<file path="config.mk">
export PLATFORM = sky130hd
export DESIGN_NAME = falafel_lsu
export DESIGN_NICKNAME = d
export VERILOG_FILES = /design/src/rtl/falafel_lsu.sv
export SDC_FILE = /design/constraint.sdc
export NUM_CORES = 1
export LEC_CHECK = 0
export CAP_MARGIN = 40
export CORE_ASPECT_RATIO = 0.7
export CORE_MARGIN = 2
export CORE_UTILIZATION = 50
export CTS_CLUSTER_DIAMETER = 100
export CTS_CLUSTER_SIZE = 10
export DETAILED_ROUTE_END_ITERATION = 10
export PLACE_DENSITY = 0.86
export SETUP_SLACK_MARGIN = 0.02
export SYNTH_ARGS = -nofsm -noshare
export SYNTH_HDL_FRONTEND = slang
export SYNTH_SLANG_ARGS = --single-unit
</file>
<file path="constraint.sdc">
create_clock -name clk_i -period 6.7 [get_ports clk_i]
set_input_delay 2.01 -clock clk_i [delete_from_list [all_inputs] [get_ports clk_i]]
set_output_delay 2.01 -clock clk_i [all_outputs]
set_load 0.01 [all_outputs]
</file>
<file path="src/rtl/falafel_lsu.sv">
// falafel_lsu: turns falafel_core header requests into single-port word accesses on the heap memory.
// Optional lock-retry backoff is built when FALAFEL_LSU_BACKOFF_EN is defined.

package falafel_pkg;
    localparam int DATA_W = 32;

    typedef logic [2:0] lsu_op_t;
    localparam lsu_op_t LSU_LOCK                    = 3'd0;
    localparam lsu_op_t LSU_UNLOCK                  = 3'd1;
    localparam lsu_op_t LSU_LOAD                    = 3'd2;
    localparam lsu_op_t LSU_EDIT_NEXT_ADDR          = 3'd3;
    localparam lsu_op_t LSU_EDIT_SIZE_AND_NEXT_ADDR = 3'd4;

    typedef struct packed {
        logic [DATA_W-1:0] addr;
        logic [DATA_W-1:0] size;
        logic [DATA_W-1:0] next_addr;
    } header_t;

    typedef struct packed {
        header_t header;
        lsu_op_t lsu_op;
        logic    val;
    } header_req_t;

    typedef struct packed {
        header_t header;
        logic    val;
    } header_rsp_t;
endpackage

module falafel_lsu #(
    parameter int                DATA_W         = falafel_pkg::DATA_W,
    parameter int                WORD_BYTES     = DATA_W / 8,
    parameter logic [DATA_W-1:0] LOCK_ADDR      = '0,
    parameter int                BACKOFF_CYCLES = 16
) (
    input  logic                     clk_i,
    input  logic                     rst_i,
    input  falafel_pkg::header_req_t req_from_core_i,
    output logic                     lsu_ready_o,
    output falafel_pkg::header_rsp_t rsp_to_core_o,
    output logic                     mem_req_o,
    input  logic                     mem_gnt_i,
    output logic                     mem_we_o,
    output logic [DATA_W-1:0]        mem_addr_o,
    output logic [DATA_W-1:0]        mem_wdata_o,
    input  logic                     mem_rvalid_i,
    input  logic [DATA_W-1:0]        mem_rdata_i,
    output logic                     mem_lock_o
);
    import falafel_pkg::*;

    // Header fields are sized by the package, so the two widths must agree.
    if (DATA_W != falafel_pkg::DATA_W || BACKOFF_CYCLES < 1) begin : g_bad_params
        $error("falafel_lsu: DATA_W must match falafel_pkg::DATA_W and BACKOFF_CYCLES must be >= 1");
    end

    typedef enum logic [3:0] {
        IDLE, LOCK_RD, LOCK_WR, LOCK_WAIT, LD_SIZE, LD_NEXT,
        WR_SIZE, WR_NEXT, UNLOCK_WR, RESP
    } state_t;

    state_t            r_state;
    logic              r_wait;      // 0: request phase, 1: waiting for rvalid
    header_t           r_hdr;
    logic              r_rsp_val;
    logic              r_mem_req;
    logic              r_mem_we;
    logic [DATA_W-1:0] r_mem_addr;
    logic [DATA_W-1:0] r_mem_wdata;
    logic              r_mem_lock;

`ifdef FALAFEL_LSU_BACKOFF_EN
    localparam int BO_W = (BACKOFF_CYCLES > 1) ? $clog2(BACKOFF_CYCLES) : 1;
    logic [BO_W-1:0] r_backoff;
`endif

    logic [DATA_W-1:0] w_req_next_ptr;
    logic [DATA_W-1:0] w_hdr_next_ptr;

    assign w_req_next_ptr = req_from_core_i.header.addr + DATA_W'(WORD_BYTES);
    assign w_hdr_next_ptr = r_hdr.addr + DATA_W'(WORD_BYTES);

    always_ff @(posedge clk_i) begin
        if (rst_i) begin
            r_state     <= IDLE;
            r_wait      <= 1'b0;
            r_hdr       <= '0;
            r_rsp_val   <= 1'b0;
            r_mem_req   <= 1'b0;
            r_mem_we    <= 1'b0;
            r_mem_addr  <= '0;
            r_mem_wdata <= '0;
            r_mem_lock  <= 1'b0;
`ifdef FALAFEL_LSU_BACKOFF_EN
            r_backoff   <= '0;
`endif
        end else begin
            r_rsp_val <= 1'b0;
            case (r_state)
                IDLE: begin
                    if (req_from_core_i.val) begin
                        r_hdr  <= req_from_core_i.header;
                        r_wait <= 1'b0;
                        case (req_from_core_i.lsu_op)
                            LSU_LOCK: begin
                                r_state    <= LOCK_RD;
                                r_mem_req  <= 1'b1;
                                r_mem_we   <= 1'b0;
                                r_mem_addr <= LOCK_ADDR;
                                r_mem_lock <= 1'b1;
                            end
                            LSU_UNLOCK: begin
                                r_state     <= UNLOCK_WR;
                                r_mem_req   <= 1'b1;
                                r_mem_we    <= 1'b1;
                                r_mem_addr  <= LOCK_ADDR;
                                r_mem_wdata <= '0;
                            end
                            LSU_LOAD: begin
                                r_state    <= LD_SIZE;
                                r_mem_req  <= 1'b1;
                                r_mem_we   <= 1'b0;
                                r_mem_addr <= req_from_core_i.header.addr;
                            end
                            LSU_EDIT_NEXT_ADDR: begin
                                r_state     <= WR_NEXT;
                                r_mem_req   <= 1'b1;
                                r_mem_we    <= 1'b1;
                                r_mem_addr  <= w_req_next_ptr;
                                r_mem_wdata <= req_from_core_i.header.next_addr;
                            end
                            LSU_EDIT_SIZE_AND_NEXT_ADDR: begin
                                r_state     <= WR_SIZE;
                                r_mem_req   <= 1'b1;
                                r_mem_we    <= 1'b1;
                                r_mem_addr  <= req_from_core_i.header.addr;
                                r_mem_wdata <= req_from_core_i.header.size;
                            end
                            default: begin
                                r_state   <= RESP;
                                r_rsp_val <= 1'b1;
                            end
                        endcase
                    end
                end

                RESP: r_state <= IDLE;

`ifdef FALAFEL_LSU_BACKOFF_EN
                LOCK_WAIT: begin
                    if (r_backoff == '0) begin
                        r_state    <= LOCK_RD;
                        r_mem_req  <= 1'b1;
                        r_mem_lock <= 1'b1;
                    end else begin
                        r_backoff <= r_backoff - 1'b1;
                    end
                end
`endif

                default: begin
                    // Every remaining state is a single memory access.
                    if (!r_wait) begin
                        if (mem_gnt_i) begin
                            r_mem_req <= 1'b0;
                            r_wait    <= 1'b1;
                        end
                    end else if (mem_rvalid_i) begin
                        r_wait <= 1'b0;
                        case (r_state)
                            LOCK_RD: begin
                                if (mem_rdata_i == '0) begin
                                    r_state     <= LOCK_WR;
                                    r_mem_req   <= 1'b1;
                                    r_mem_we    <= 1'b1;
                                    r_mem_wdata <= DATA_W'(1);
                                end else begin
`ifdef FALAFEL_LSU_BACKOFF_EN
                                    r_state    <= LOCK_WAIT;
                                    r_mem_lock <= 1'b0;
                                    r_backoff  <= BO_W'(BACKOFF_CYCLES - 1);
`else
                                    r_mem_req  <= 1'b1;
`endif
                                end
                            end
                            LD_SIZE: begin
                                r_hdr.size <= mem_rdata_i;
                                r_state    <= LD_NEXT;
                                r_mem_req  <= 1'b1;
                                r_mem_addr <= w_hdr_next_ptr;
                            end
                            LD_NEXT: begin
                                r_hdr.next_addr <= mem_rdata_i;
                                r_state         <= RESP;
                                r_rsp_val       <= 1'b1;
                            end
                            WR_SIZE: begin
                                r_state     <= WR_NEXT;
                                r_mem_req   <= 1'b1;
                                r_mem_addr  <= w_hdr_next_ptr;
                                r_mem_wdata <= r_hdr.next_addr;
                            end
                            LOCK_WR: begin
                                r_mem_lock <= 1'b0;
                                r_state    <= RESP;
                                r_rsp_val  <= 1'b1;
                            end
                            default: begin
                                r_state   <= RESP;
                                r_rsp_val <= 1'b1;
                            end
                        endcase
                    end
                end
            endcase
        end
    end

    assign lsu_ready_o          = (r_state == IDLE) && !rst_i;
    assign rsp_to_core_o.header = r_hdr;
    assign rsp_to_core_o.val    = r_rsp_val;
    assign mem_req_o            = r_mem_req;
    assign mem_we_o             = r_mem_we;
    assign mem_addr_o           = r_mem_addr;
    assign mem_wdata_o          = r_mem_wdata;
    assign mem_lock_o           = r_mem_lock;

endmodule
</file>
; ---- After elaboration in Yosys (flattened, before gate mapping)
; Cells that the tools add are included.
[totals]
output_inout_bits = 165
word_cells = 125
reg_bits = 169
inputBits = 136
[op_classes]
mux = 57
addsub = 2
eq_ne = 20
bitwise = 1
reduce_logical = 34
[ops]
columns = cell, n
row1 = two-way mux 32 bit, 10
row2 = two-way mux 64 bit, 3
row3 = one-hot mux 32 bit (2 select lines), 3
row4 = one-hot mux 32 bit (3 select lines), 2
row5 = one-hot mux 64 bit (2 select lines), 1
row6 = adder 32 x 3 -> 32 bit (second input constant), 2
row7 = zero test 32 bit, 1
row8 = two-way mux 1 bit, 25
row9 = one-hot mux 4 bit (5 select lines), 1
row10 = AND reduction 6 bit, 3
row11 = two-way mux 4 bit, 4
row12 = nonzero test 2 bit, 8
row13 = AND reduction 7 bit, 2
row14 = equality test 4 x 3 -> 1 bit (second input constant), 3
row15 = one-hot mux 1 bit (2 select lines), 6
row16 = one-hot mux 4 bit (3 select lines), 1
row17 = nonzero test 3 bit, 4
row18 = AND reduction 5 bit, 2
row19 = one-hot mux 4 bit (2 select lines), 1
row20 = OR reduction 2 bit, 4
row21 = equality test 3 x 2 -> 1 bit (second input constant), 2
row22 = != test 3 x 2 -> 1 bit (second input constant), 2
row23 = != test 3 bit (second input constant), 2
row24 = OR reduction 3 bit, 2
row25 = 18 further kinds, 20

; ---- Depth between registers and ports, before layout
[logic_depth]
word_depth = 6
depth_mapped = 9

; ---- Least setup slack after synthesis
; Ideal clock, no wire load.
[synth_path]
path_kind = input to output
startpoint = in rst_i
endpoint = out lsu_ready_o
required_time_ps = 4690
arrival_time_ps = 2849
path_stages = 4
path_slack_ps = 1841
path_buffers = 3
path_cell_list = clkbuf_1 > clkbuf_1 > clkbuf_1 > nor2_1
[synth_via]
elab_chain_cells = 2
[synth_rtl]
columns = element, line_no
row1 = start: declaration, 39  ; input logic rst_i,
row2 = zero test 1 bit, 222  ; assign lsu_ready_o = (r_state == IDLE) && !rst_i;
row3 = logical AND 1 bit, 222
row4 = end: declaration, 41  ; output logic lsu_ready_o,
; Every way passes these cells.

; ---- Worst setup path after layout
; Same ends and word-level chain as after synthesis.

==> impl_metrics.toml <==
[outcome]
outcome = "finished clean"

[yosys]
ys.flop_type = "dfxtp_1"
postSynthAreaPerCell_um2 = 7.681
syn-cell-area_um2 = 8995
yosysWarnings = 0
synth_cells = 1171
ys_types = 66
seq_area_frac_synth = 0.3761
synth-seq-cells = 169
async_reset_ff_frac = 0
syn_nets = 1309
synth_edf_count = 0

[layout]
finalNonFillerCells = 1647
final_common_cell = "clkdlybuf4s50_1"
syn_to_final_growth_pct = 39.92
nets = 1542
num_antenna_cells = 0
layout_common_cells = "clkdlybuf4s50_1, nand2_1, nor2_1, dfxtp_1, a21oi_1"
drive_above_1_share = 0.06356
design_area_um2 = 12590

[clock_network]
cts_buffer_depth = 2
numCtsBuffers = 17
cts-root-buf = "clkbuf_16"
clk_pin_slew_ns = 0.06
post_cts_resized = 0
post_cts_buffers = 0
clkLatencyLatePin_ns = 0.43
cts_tree = "done"
htreeDepth = 4
ctsHoldBuffers = 0
cts.sinks = 169

[power_and_ir_drop]
cellLeakagePower_nw = 4.255
ir_worst_vdd_mv = 0.2878
p_per_area_nw_per_um2 = 473.2

[floorplan]
num_io_pins = 301
die_area_um2 = 19100
fp-row-count = 40
start_util = 0.5179
fp.dieH_um = 116.2
fp.dieW_um = 164.3
core_um2 = 17370

[sta]
fmax_mhz = 200.0
tightest_slew_ns = 0.9555
fin_setup_tns_ns = 0
clock_skew_ns = 0.01230
setup_viol = 0
hold_viol_final = 0
rsz0062_at_grt = "no"
fin_crit_ns = 5.000
finalCritPeriodShare = 0.7463
drv_slew = 0
timing.slew.headroom = 0.3581

[detailed_routing]
drt_iter0_markers = 1370
firstDrtPassIters = 6
ant_nets = 0
drc = 0
drt_wl_total_um = 33530
wl_per_cell_um = 20.36
viasPerCell = 6.260
vias = 10310

[global_route]
met1_usage = 0.4610
grt_pass1_vias = 9291
grt_use_met2 = 0.5300
antenna_found_initial = 0
busiest_layer = "met2"
grt_pass1_wl_um = 50980
grt_max_degree = 83
grt_use_total = 0.3384
grt_util_met3 = 0.08310
overflow = 0

[critical_path]
endpoint_kind = "output pin"
r2r-end = "rsp_to_core_o[18]$_SDFFE_PP0P_"
path_cells = "buf_4 > nor2_1 > clkdlybuf4s50_1"
path_class = "in -> out"
r2r_slack_ns = 3.49
slowest_stage = "clkdlybuf4s50_1"
path_max_fanout = 38
max_stage_delay_ns = 0.49
reg2regPathDepth = 7
arrival_ns = 2.99
r2r_start = "r_state[0]$_SDFFE_PP0P_"
critPathLaunchType = "input port"
cp.required_ns = 4.69

[place]
numPortBuffers = 300
gp_congestion = 0.9439
dpl_cell_area_um2 = 12020
dp.final_hpwl_um = 23130
dp_cells = 1616

[worst_hold_path]
min_path_type = "reg -> reg"
hold_path_end = "mem_addr_o[5]$_SDFFE_PP0P_"
holdPathStages = 2
holdCritStartpoint = "mem_addr_o[5]$_SDFFE_PP0P_"

[flow_run]
cap_viol_max_count = 0
==> report_power, final <==
part	internal (mW)	switching (mW)
Sequential	1.38	0.305
Clock	0.535	0.438
Combinational	1.34	1.95
==> layer usage <==
layer | share of wire | routed length, µm
met5 | 0 | 0
met4 | 0.025 | 825
met3 | 0.13 | 4201
met2 | 0.44 | 14880
met1 | 0.41 | 13620
==> worst max-delay path, delay by kind of cell <==
kind | cells | cell delay (ns)
buf+inv | 2 | 0.88
simple gates | 1 | 0.09
==> per-stage QoR <==
step	hold slack, ns	setup slack, ns	total power, mW	util
detailed placement	0.4724	1.704	4.939	0.6920
global placement	0.4416	1.694	4.836	0.6897
CTS	0.4826	1.705	5.920	0.7247
finish	0.4807	1.700	5.956	0.7247
floorplan	0.4762	1.841	3.633	-
global route	0.5062	1.652	6.301	0.7247
==> area by class of cell <==
class / instances / area (µm²)
clock buffers: 19 / 452.9
clock inverters: 12 / 115.1
fillers: 1369 / 4781
inverters: 8 / 30.03
multi-input cells: 892 / 5185
flip-flops and latches: 169 / 3383
well taps: 231 / 289.0
repair buffers: 316 / 3131
==> flip-flops by register name (all words and copies together) (netlist names) <==
signal	flops
rsp_to_core_o	96
mem_addr_o	32
mem_wdata_o	32
r_state	4
mem_lock_o	1
mem_req_o	1
mem_we_o	1
r_rsp_val	1
r_wait	1
==> cells in the mapped netlist (3+ instances only) <==
cell / count / area, µm²
and3_1: 9 / 56.30
buf_1: 5 / 18.77
nand4_1: 23 / 143.9
a31oi_1: 15 / 93.84
nor2b_1: 4 / 25.02
nand2_1: 200 / 750.7
a22oi_1: 35 / 262.8
nand3_1: 22 / 110.1
a21oi_1: 105 / 525.5
a211oi_1: 36 / 270.3
a41oi_1: 4 / 35.03
nor2_1: 171 / 641.9
a221oi_1: 11 / 96.34
o22ai_1: 5 / 31.28
clkbuf_1: 84 / 315.3
nand3b_1: 3 / 22.52
and2_1: 6 / 37.54
buf_2: 8 / 40.04
nor3b_1: 3 / 22.52
nor3_1: 21 / 105.1
a311oi_2: 28 / 420.4
xor2_1: 9 / 78.83
and4_1: 7 / 61.31
a311oi_1: 40 / 350.3
o21ai_0: 40 / 200.2
dfxtp_1: 169 / 3383
inv_1: 8 / 30.03
o31ai_1: 4 / 30.03
nand2b_1: 5 / 31.28
nor4_1: 15 / 93.84
o21a_1: 3 / 22.52
buf_6: 3 / 33.78
xnor2_1: 23 / 201.4
==> worst max-delay path by stage <==
stage	endpoint	cells after the start	startpoint
4_1_cts	lsu_ready_o	3	rst_i
5_1_grt	lsu_ready_o	3	rst_i
6_report	lsu_ready_o	3	rst_i
3_3_place_gp	lsu_ready_o	3	rst_i
2_1_floorplan	lsu_ready_o	4	rst_i
3_5_place_dp	lsu_ready_o	3	rst_i
==> cell families (layout without fill, tap and decap cells) <==
group | count (synthesis) | count (layout) | share of synthesized area
adders and majority gates | 2 | 2 | 0.002782
DFF | 169 | 169 | 0.3761
xor gates and xnor gates | 32 | 32 | 0.03116
and+or+nand+nor | 502 | 502 | 0.2484
AOI/OAI and AO/OA | 353 | 353 | 0.2877
buffers and inverters | 110 | 355 | 0.05035
muxes | 3 | 3 | 0.003478
No activity file was read; power rests on OpenSTA's default activity.
